<file path="src/rtl/div_unit_if.sv">
// div_unit_if: divide request (start/op/operands/rd) and register-file writeback bundle
interface div_unit_if #(parameter int WIDTH = 32, parameter int AW = 5);
  logic start;
  logic [1:0] op;
  logic [WIDTH-1:0] rs1_val;
  logic [WIDTH-1:0] rs2_val;
  logic [AW-1:0] rd_addr;
  logic busy;
  logic done;
  logic we3;
  logic [AW-1:0] a3;
  logic [WIDTH-1:0] wd3;
  modport master(output start, op, rs1_val, rs2_val, rd_addr, input busy, done, we3, a3, wd3);
  modport slave(input start, op, rs1_val, rs2_val, rd_addr, output busy, done, we3, a3, wd3);
endinterface

</file>
<file path="src/rtl/div_unit.sv">
// div_unit: radix-2 restoring RV32M divider; define DIV_FAST_EN to send divide-by-zero and signed overflow straight to DONE
module div_unit #(parameter int WIDTH = 32, parameter int AW = 5) (
  input logic clk,
  input logic reset,
  div_unit_if.slave bus
);
  localparam int CW = $clog2(WIDTH + 1);
  localparam logic [WIDTH-1:0] MIN = {1'b1, {(WIDTH-1){1'b0}}};
  typedef enum logic [1:0] {IDLE, CALC, DONE} state_t;
  state_t state, state_nx;
  logic [CW-1:0] cnt;
  logic [1:0] op_q;
  logic [AW-1:0] rd_q, a3_q;
  logic [WIDTH-1:0] a_raw, dvs, quo, rem, wd3_q, res, a_abs, b_abs, q_fix, r_fix;
  logic [WIDTH:0] rem_sh, diff;
  logic neg_q, neg_r, div0, ovf, sgn_in, div0_in, ovf_in, fast_in, accept, done_w;
  assign sgn_in = ~bus.op[0];
  assign div0_in = bus.rs2_val == '0;
  assign ovf_in = sgn_in && bus.rs1_val == MIN && bus.rs2_val == '1;
`ifdef DIV_FAST_EN
  assign fast_in = div0_in || ovf_in;
`else
  assign fast_in = 1'b0;
`endif
  assign a_abs = sgn_in && bus.rs1_val[WIDTH-1] ? -bus.rs1_val : bus.rs1_val;
  assign b_abs = sgn_in && bus.rs2_val[WIDTH-1] ? -bus.rs2_val : bus.rs2_val;
  assign accept = state == IDLE && bus.start;
  assign rem_sh = {rem, quo[WIDTH-1]};
  assign diff = rem_sh - {1'b0, dvs};
  assign q_fix = neg_q ? -quo : quo;
  assign r_fix = neg_r ? -rem : rem;
  assign res = div0 ? (op_q[1] ? a_raw : '1) : ovf ? (op_q[1] ? '0 : MIN) : op_q[1] ? r_fix : q_fix;
  assign done_w = state == DONE;
  assign bus.busy = state != IDLE;
  assign bus.done = done_w;
  assign bus.we3 = done_w && rd_q != '0;
  assign bus.a3 = done_w ? rd_q : a3_q;
  assign bus.wd3 = done_w ? res : wd3_q;
  always_comb
    state_nx = state == IDLE ? (bus.start ? (fast_in ? DONE : CALC) : IDLE) : state == CALC ? (cnt == '0 ? DONE : CALC) : IDLE;
  always_ff @(posedge clk)
    state <= reset ? IDLE : state_nx;
  always_ff @(posedge clk)
    if (reset) begin
      cnt <= '0;
      op_q <= '0;
      rd_q <= '0;
      a3_q <= '0;
      a_raw <= '0;
      dvs <= '0;
      quo <= '0;
      rem <= '0;
      wd3_q <= '0;
      neg_q <= 1'b0;
      neg_r <= 1'b0;
      div0 <= 1'b0;
      ovf <= 1'b0;
    end else if (accept) begin
      cnt <= CW'(WIDTH);
      op_q <= bus.op;
      rd_q <= bus.rd_addr;
      a_raw <= bus.rs1_val;
      dvs <= b_abs;
      quo <= a_abs;
      rem <= '0;
      neg_q <= sgn_in && (bus.rs1_val[WIDTH-1] ^ bus.rs2_val[WIDTH-1]);
      neg_r <= sgn_in && bus.rs1_val[WIDTH-1];
      div0 <= div0_in;
      ovf <= ovf_in;
    end else if (state == CALC && cnt != '0) begin
      rem <= diff[WIDTH] ? rem_sh[WIDTH-1:0] : diff[WIDTH-1:0];
      quo <= {quo[WIDTH-2:0], ~diff[WIDTH]};
      cnt <= cnt - CW'(1);
    end else if (done_w) begin
      a3_q <= rd_q;
      wd3_q <= res;
    end
endmodule

</file>
<file path="src/flat_wrapper.sv">
// flat-port wrapper written by rule: the top's interface ports become plain ports
module div_unit_flat 
#(parameter int WIDTH = 32, parameter int AW = 5)
  (clk, reset, bus_start, bus_op, bus_rs1_val, bus_rs2_val, bus_rd_addr, bus_busy, bus_done, bus_we3, bus_a3, bus_wd3);
  div_unit_if #(.WIDTH(WIDTH), .AW(AW)) bus_i ();
  input logic clk;
  input logic reset;
  input wire logic [$bits(bus_i.start)-1:0] bus_start;
  input wire logic [$bits(bus_i.op)-1:0] bus_op;
  input wire logic [$bits(bus_i.rs1_val)-1:0] bus_rs1_val;
  input wire logic [$bits(bus_i.rs2_val)-1:0] bus_rs2_val;
  input wire logic [$bits(bus_i.rd_addr)-1:0] bus_rd_addr;
  output wire logic [$bits(bus_i.busy)-1:0] bus_busy;
  output wire logic [$bits(bus_i.done)-1:0] bus_done;
  output wire logic [$bits(bus_i.we3)-1:0] bus_we3;
  output wire logic [$bits(bus_i.a3)-1:0] bus_a3;
  output wire logic [$bits(bus_i.wd3)-1:0] bus_wd3;
  assign bus_i.start = bus_start;
  assign bus_i.op = bus_op;
  assign bus_i.rs1_val = bus_rs1_val;
  assign bus_i.rs2_val = bus_rs2_val;
  assign bus_i.rd_addr = bus_rd_addr;
  assign bus_busy = bus_i.busy;
  assign bus_done = bus_i.done;
  assign bus_we3 = bus_i.we3;
  assign bus_a3 = bus_i.a3;
  assign bus_wd3 = bus_i.wd3;
  div_unit #(.WIDTH(WIDTH), .AW(AW)) u_core (.clk(clk), .reset(reset), .bus(bus_i));
endmodule
</file>
<file path="config.mk">
export PLATFORM = sky130hd
export DESIGN_NAME = div_unit_flat
export DESIGN_NICKNAME = d
export VERILOG_FILES = /design/src/rtl/div_unit_if.sv /design/src/rtl/div_unit.sv /design/src/flat_wrapper.sv
export SDC_FILE = /design/constraint.sdc
export NUM_CORES = 1
export LEC_CHECK = 0
export CELL_PAD_IN_SITES_DETAIL_PLACEMENT = 0
export CELL_PAD_IN_SITES_GLOBAL_PLACEMENT = 2
export CORE_MARGIN = 2
export CORE_UTILIZATION = 37
export CTS_CLUSTER_SIZE = 20
export DETAILED_ROUTE_END_ITERATION = 7
export PLACE_DENSITY = 0.91
export SLEW_MARGIN = 0
export SYNTH_ARGS = -nofsm -noshare
export SYNTH_HDL_FRONTEND = slang
export SYNTH_SLANG_ARGS = --single-unit
</file>
<file path="constraint.sdc">
create_clock -name clk -period 4.41 [get_ports clk]
set_input_delay 0.6615 -clock clk [delete_from_list [all_inputs] [get_ports clk]]
set_output_delay 0.6615 -clock clk [all_outputs]
set_load 0.005 [all_outputs]
</file>
### Word-level counts from Yosys, hierarchy flattened

Index checks and enable logic that the tools add are counted.
Widths: inputs -> output; s select.

* bitwise logic cells: 5
* divide/modulo/power cells: 0
* $add $sub $neg: 6
* multiply operators: 0
* multiplexer cells: 20
* reductions and logical operators: 17
* shift operators: 0
* order comparisons: 0
* equality and inequality tests: 4

Operators by type and width (count)
* $mux 32: 13
* $neg 32->32: 4
* $eq 32x32->1 const B: 2
* $sub 33x32->33: 1
* $logic_not 32->1: 1
* $mux 6: 2
* $logic_and 1x1->1: 8
* $logic_not 6->1: 1
* $mux 2: 3
* $reduce_bool 6->1: 1
* $sub 6x1->6 const B: 1
* $mux 5: 1
* $reduce_bool 5->1: 1
* $not 1->1: 4
* $reduce_bool 2->1: 2
* $eq 2x1->1 const B: 1
* $eq 2x2->1 const B: 1
* $logic_not 2->1: 1
* $reduce_and 2->1: 1
* $reduce_or 2->1: 1
* $mux 1: 1
* $xor 1x1->1: 1

* word-level logic and storage cells: 67
* RAM bits: 0
* bits in read-only memories: 0
* output and inout port bits: 40
* bits in registers: 184
* bits in latches: 0
* memories: 0

### Logic depth before layout (Yosys ltp)

* depth after elaboration: 6
* gate-level depth with buffers: 14
* gate-level depth less buffers: 12

### Least setup slack after synthesis

Ideal clock, no wire load.

* kind: reg-to-output
* start point: reg u_core.quo[1]
* end point: out bus_wd3[18]
* buffers on the path: 0
* stages on the path, launching flop included: 12
* path slack: 1.390 ns
* arrival time: 2.358 ns
* path through: dfxtp_1 inv_1 ha_1 or4b_2 nor3_2 nand2_1 o31ai_1 xnor2_1 nand2_1 a21oi_1 a2111oi_2 nor2_1

* longest elaborated chain between the ends: 6

RTL lines
* from (decl): line div_unit.sv:14 `logic [WIDTH-1:0] a_raw, dvs, quo, rem, wd3_q, res, a_abs, b_abs, q_fix, r_fix;`
* from (signal assigned): line div_unit.sv:64 `quo <= a_abs;`
* from (signal assigned): line div_unit.sv:72 `quo <= {quo[WIDTH-2:0], ~diff[WIDTH]};`
* $neg 32->32: line div_unit.sv:30 `assign q_fix = neg_q ? -quo : quo;`
* $mux 32: line div_unit.sv:30
* $mux 32 (3 in a row): line div_unit.sv:32 `assign res = div0 ? (op_q[1] ? a_raw : '1) : ovf ? (op_q[1] ? '0 : MIN) : op_q[1] ? r_fix : q_fix;`
* $mux 32
* to (decl): line flat_wrapper.sv:17 `output wire logic [$bits(bus_i.wd3)-1:0] bus_wd3;`

No other way between the ends.

### Final worst setup path

* start point: reg u_core.quo[5]
* end point: out bus_wd3[21]

The elaborated chain is that of the path after synthesis.

==> results.py <==
metrics = {
    "synthesis": {
        "synth_edf_count": 0,
        "syn_inst": 1671,
        "synth.avg_cell_area_um2": 7.40,
        "yosysSeqAreaShare_pct": 29.6,
        "synth_top_family_by_area": "compound AO/OA/AOI/OAI gates",
        "synth.cell_area_mm2": 0.0124,
        "synthArstFlopShare_pct": 0,
        "synth_compound_gate_area_share_pct": 26.1,
        "syn_nets": 1785,
        "synth_warnings": 0,
        "synth_cell_types": 74,
        "yosys.area_share.simple_pct": 22.5,
        "ys_ff_latch": 183,
        "synth_xor_area_share_pct": 10.3,
        "ys.flop_type": "dfxtp_1",
        "synth_fa_ha_area_share_pct": 4.11,
        "muxShareOfSynthArea_pct": 1.94,
    },
    "power": {
        "total_power_mw": 5.18,
        "cellPowerDensity_mw_per_mm2": 358,
        "clockPowerShare_pct": 31.0,
        "p_sw_share_pct": 36.3,
        "share_seq_of_total_power_pct": 37.1,
        "internal_power_mw": 3.30,
        "p_leak_nw": 5.31,
        "peakVddDrop_uv": 284,
        "power.net_switching_mw": 1.88,
        "combPwrFrac_pct": 31.8,
    },
    "routing": {
        "via_per_inst": 5.64,
        "first_pass_iters": 5,
        "drc": 0,
        "post_drt_wl_per_cell_um": 18.9,
        "wirelength_um": 41200,
        "vias": 12300,
        "postRouteAntennaNets": 0,
        "drt_iter0_drc": 722,
    },
    "worst_setup_path": {
        "r2r-end": "u_core.rem[0]$_SDFFE_PP0P_",
        "cp-endpoint": "bus_wd3[21]",
        "cp-end-kind": "output port",
        "r2r_cells": 13,
        "startpoint": "u_core.quo[5]$_SDFFE_PP0N_",
        "critPathMaxFanout": 7,
        "start_kind": "flip-flop",
        "r2r-start": "u_core.quo[31]$_SDFFE_PP0N_",
        "cp.arrival_ns": 3.58,
        "worstPathRequired_ns": 3.75,
        "path_class": "reg2out",
        "rrSetupSlack_ns": 0.82,
    },
    "die": {
        "die_area_mm2": 0.0349,
        "num_rows": 66,
        "start_util_pct": 37.8,
        "die_h_um": 187,
        "coreArea_mm2": 0.0327,
        "die_w_um": 187,
        "ios": 114,
    },
    "cts": {
        "clkTransAtPathRegs_ns": 0.08,
        "clock_path_buffers": 2,
        "cts_sinks": 183,
        "clock_latency_ns": 0.46,
        "cts_buffers": 17,
        "cts_tree": "done",
        "cts_root_buffer": "clkbuf_16",
        "ctsHtreeMaxLevel": 4,
    },
    "global_route": {
        "grt_pass1_vias": 11600,
        "grt-ovfl-total": 0,
        "gr-usage-all-layers_pct": 23.2,
        "antenna_found_initial": 0,
        "grt_max_degree": 80,
        "grt_pass1_wl_um": 64900,
    },
    "flow_run": {
        "drv_cap": 0,
    },
    "placed_design": {
        "pre_cts_ws_ns": 0.518,
        "placedCellCount": 2147,
        "hpwlAfterDp_um": 30200,
        "gp_congestion": 0.886,
        "io_buffer_count": 113,
        "place_area_mm2": 0.0138,
    },
    "sta": {
        "setup_viol": 0,
        "relSlewSlack_pct": 28.4,
        "skew_ns": 0.0125,
        "hold_violations": 0,
        "worst_hold_slack_ns": 0.459,
        "tns_ns": 0,
        "worst_slew_pin_slew_ns": 1.07,
        "fmax_mhz": 236,
        "fin_ws_ns": 0.170,
        "grt_setup_unrepaired": "no",
        "slew_viol_final": 0,
        "post-route-period-util_pct": 96.2,
        "fin_crit_ns": 4.24,
    },
    "layout": {
        "fin_cells": 2180,
        "layout_commonest_cell": "nand2_1",
        "area_delta_synth_final_pct": 17.2,
        "mostFrequentLayoutCells": "nand2_1 (281), dfxtp_1 (182), nor2_1 (156), a21oi_1 (153), clkdlybuf4s50_1 (112)",
        "n_antenna_cell": 0,
        "nNetsFinal": 1839,
        "final_util_pct": 44.3,
        "design_area_mm2": 0.0145,
        "drive_above_1_share_pct": 5.75,
    },
    "run_status": {
        "status": "finished, final reports clean",
    },
    "min_path": {
        "hold_class": "reg2reg",
    },
}
==> cells in the mapped netlist (4+ instances only) <==
cell type / instances / area, um2
nand2_1: 282 / 1060
dfxtp_1: 183 / 3660
nor2_1: 158 / 593
a21oi_1: 153 / 766
o21ai_0: 99 / 495
xnor2_1: 87 / 762
clkbuf_1: 81 / 304
inv_1: 59 / 221
xor2_1: 59 / 517
ha_1: 39 / 488
a311oi_1: 34 / 298
a211oi_1: 31 / 233
nor3_1: 30 / 150
o31ai_1: 26 / 195
mux2i_1: 24 / 240
a31oi_1: 23 / 144
nand4_1: 21 / 131
nand3_1: 20 / 100
a22o_1: 19 / 166
a21o_1: 16 / 120
buf_1: 16 / 60.1
o211ai_1: 15 / 113
nor2b_1: 14 / 87.6
or3_1: 14 / 87.6
nand2b_1: 13 / 81.3
nor4_1: 13 / 81.3
o21ai_1: 10 / 50.1
o41ai_1: 10 / 87.6
o21a_1: 9 / 67.6
or4_1: 9 / 67.6
and3_1: 7 / 43.8
o22ai_1: 7 / 43.8
a221oi_1: 6 / 52.6
o21bai_1: 5 / 37.5
or2_2: 5 / 31.3
a22oi_1: 4 / 30.0
buf_2: 4 / 20.0
nor4_2: 4 / 50.1
o311ai_0: 4 / 35.0
o31a_1: 4 / 35.0
==> worst min-delay path by stage <==
stage	startpoint	endpoint	slack (ns)	cells after the start
after CTS	u_core.a_raw[0]$_SDFFE_PP0P_	u_core.a_raw[0]$_SDFFE_PP0P_	0.46	2
after global routing	u_core.a_raw[28]$_SDFFE_PP0P_	u_core.a_raw[28]$_SDFFE_PP0P_	0.48	2
final	u_core.a_raw[28]$_SDFFE_PP0P_	u_core.a_raw[28]$_SDFFE_PP0P_	0.46	2
after detailed placement	u_core.a_raw[29]$_SDFFE_PP0P_	u_core.a_raw[29]$_SDFFE_PP0P_	0.45	2
after global placement	u_core.a_raw[29]$_SDFFE_PP0P_	u_core.a_raw[29]$_SDFFE_PP0P_	0.44	2
after floorplan	u_core.dvs[31]$_SDFFE_PP0P_	u_core.dvs[31]$_SDFFE_PP0P_	0.43	2
==> metal layers <==
metal  vias up  routed length (um)  global-route usage [%]
li1       6048                   -                       -
met1      5882               20300                    33.3
met2       331               18300                    36.8
met3        24                2160                    3.61
met4         0                 417                    4.37
met5         -                   0                       0
==> power groups by stage <==
stage	logic [mW]	registers, mW	clock network, mW
2_1_floorplan	1.15	1.90	0
3_3_place_gp	1.61	1.95	0
3_5_place_dp	1.62	1.95	0
4_1_cts	1.62	1.92	1.62
5_1_grt	1.82	1.94	1.69
6_report	1.65	1.92	1.61
==> repair_timing <==
| item | CTS | global route |
|---|---|---|
| setup buffers | 0 | 1 |
| gates resized for setup | 0 | 10 |
| hold buffers | 0 | 0 |
| setup endpoints to repair | 0 | 18 |
==> area by class of cell <==
cell class / count / area (um2)
Clock buffer: 19 / 443
Clock inverter: 13 / 144
Fill cell: 3406 / 18200
Inverter: 61 / 229
Multi-Input combinational cell: 1321 / 8110
Sequential cell: 183 / 3660
Tap cell: 442 / 553
Timing Repair Buffer: 141 / 1340
==> worst max-delay path, cell delays in order, from the launching register on <==
cell,delay (ns)
dfxtp_1,0.38
or4_4,0.61
nor4_4,0.26
buf_4,0.18
nand2_1,0.08
o31a_1,0.26
xor2_1,0.14
a21oi_1,0.18
o22ai_1,0.09
a211oi_1,0.26
buf_4,0.20
nor2_1,0.05
clkdlybuf4s50_1,0.44
==> sequential cells by signal, summed over array words and instances (netlist names) <==
name          count
u_core.cnt        6
u_core.wd3_q     32
u_core.dvs       32
u_core.neg_q      1
u_core.a_raw     32
u_core.op_q       1
u_core.rem       32
u_core.state      2
u_core.a3_q       5
u_core.quo       32
u_core.div0       1
u_core.rd_q       5
u_core.ovf        1
u_core.neg_r      1
==> kinds of logic after synthesis <==
group,after synthesis
flip-flops,183
AO/OA/AOI/OAI,499
buffers and inverters,167
adder cells (fa/ha/maj),40
XOR/XNOR,146
AND/OR/NAND/NOR,612
multiplexers,24
No activity file was read; power rests on OpenSTA's default activity.
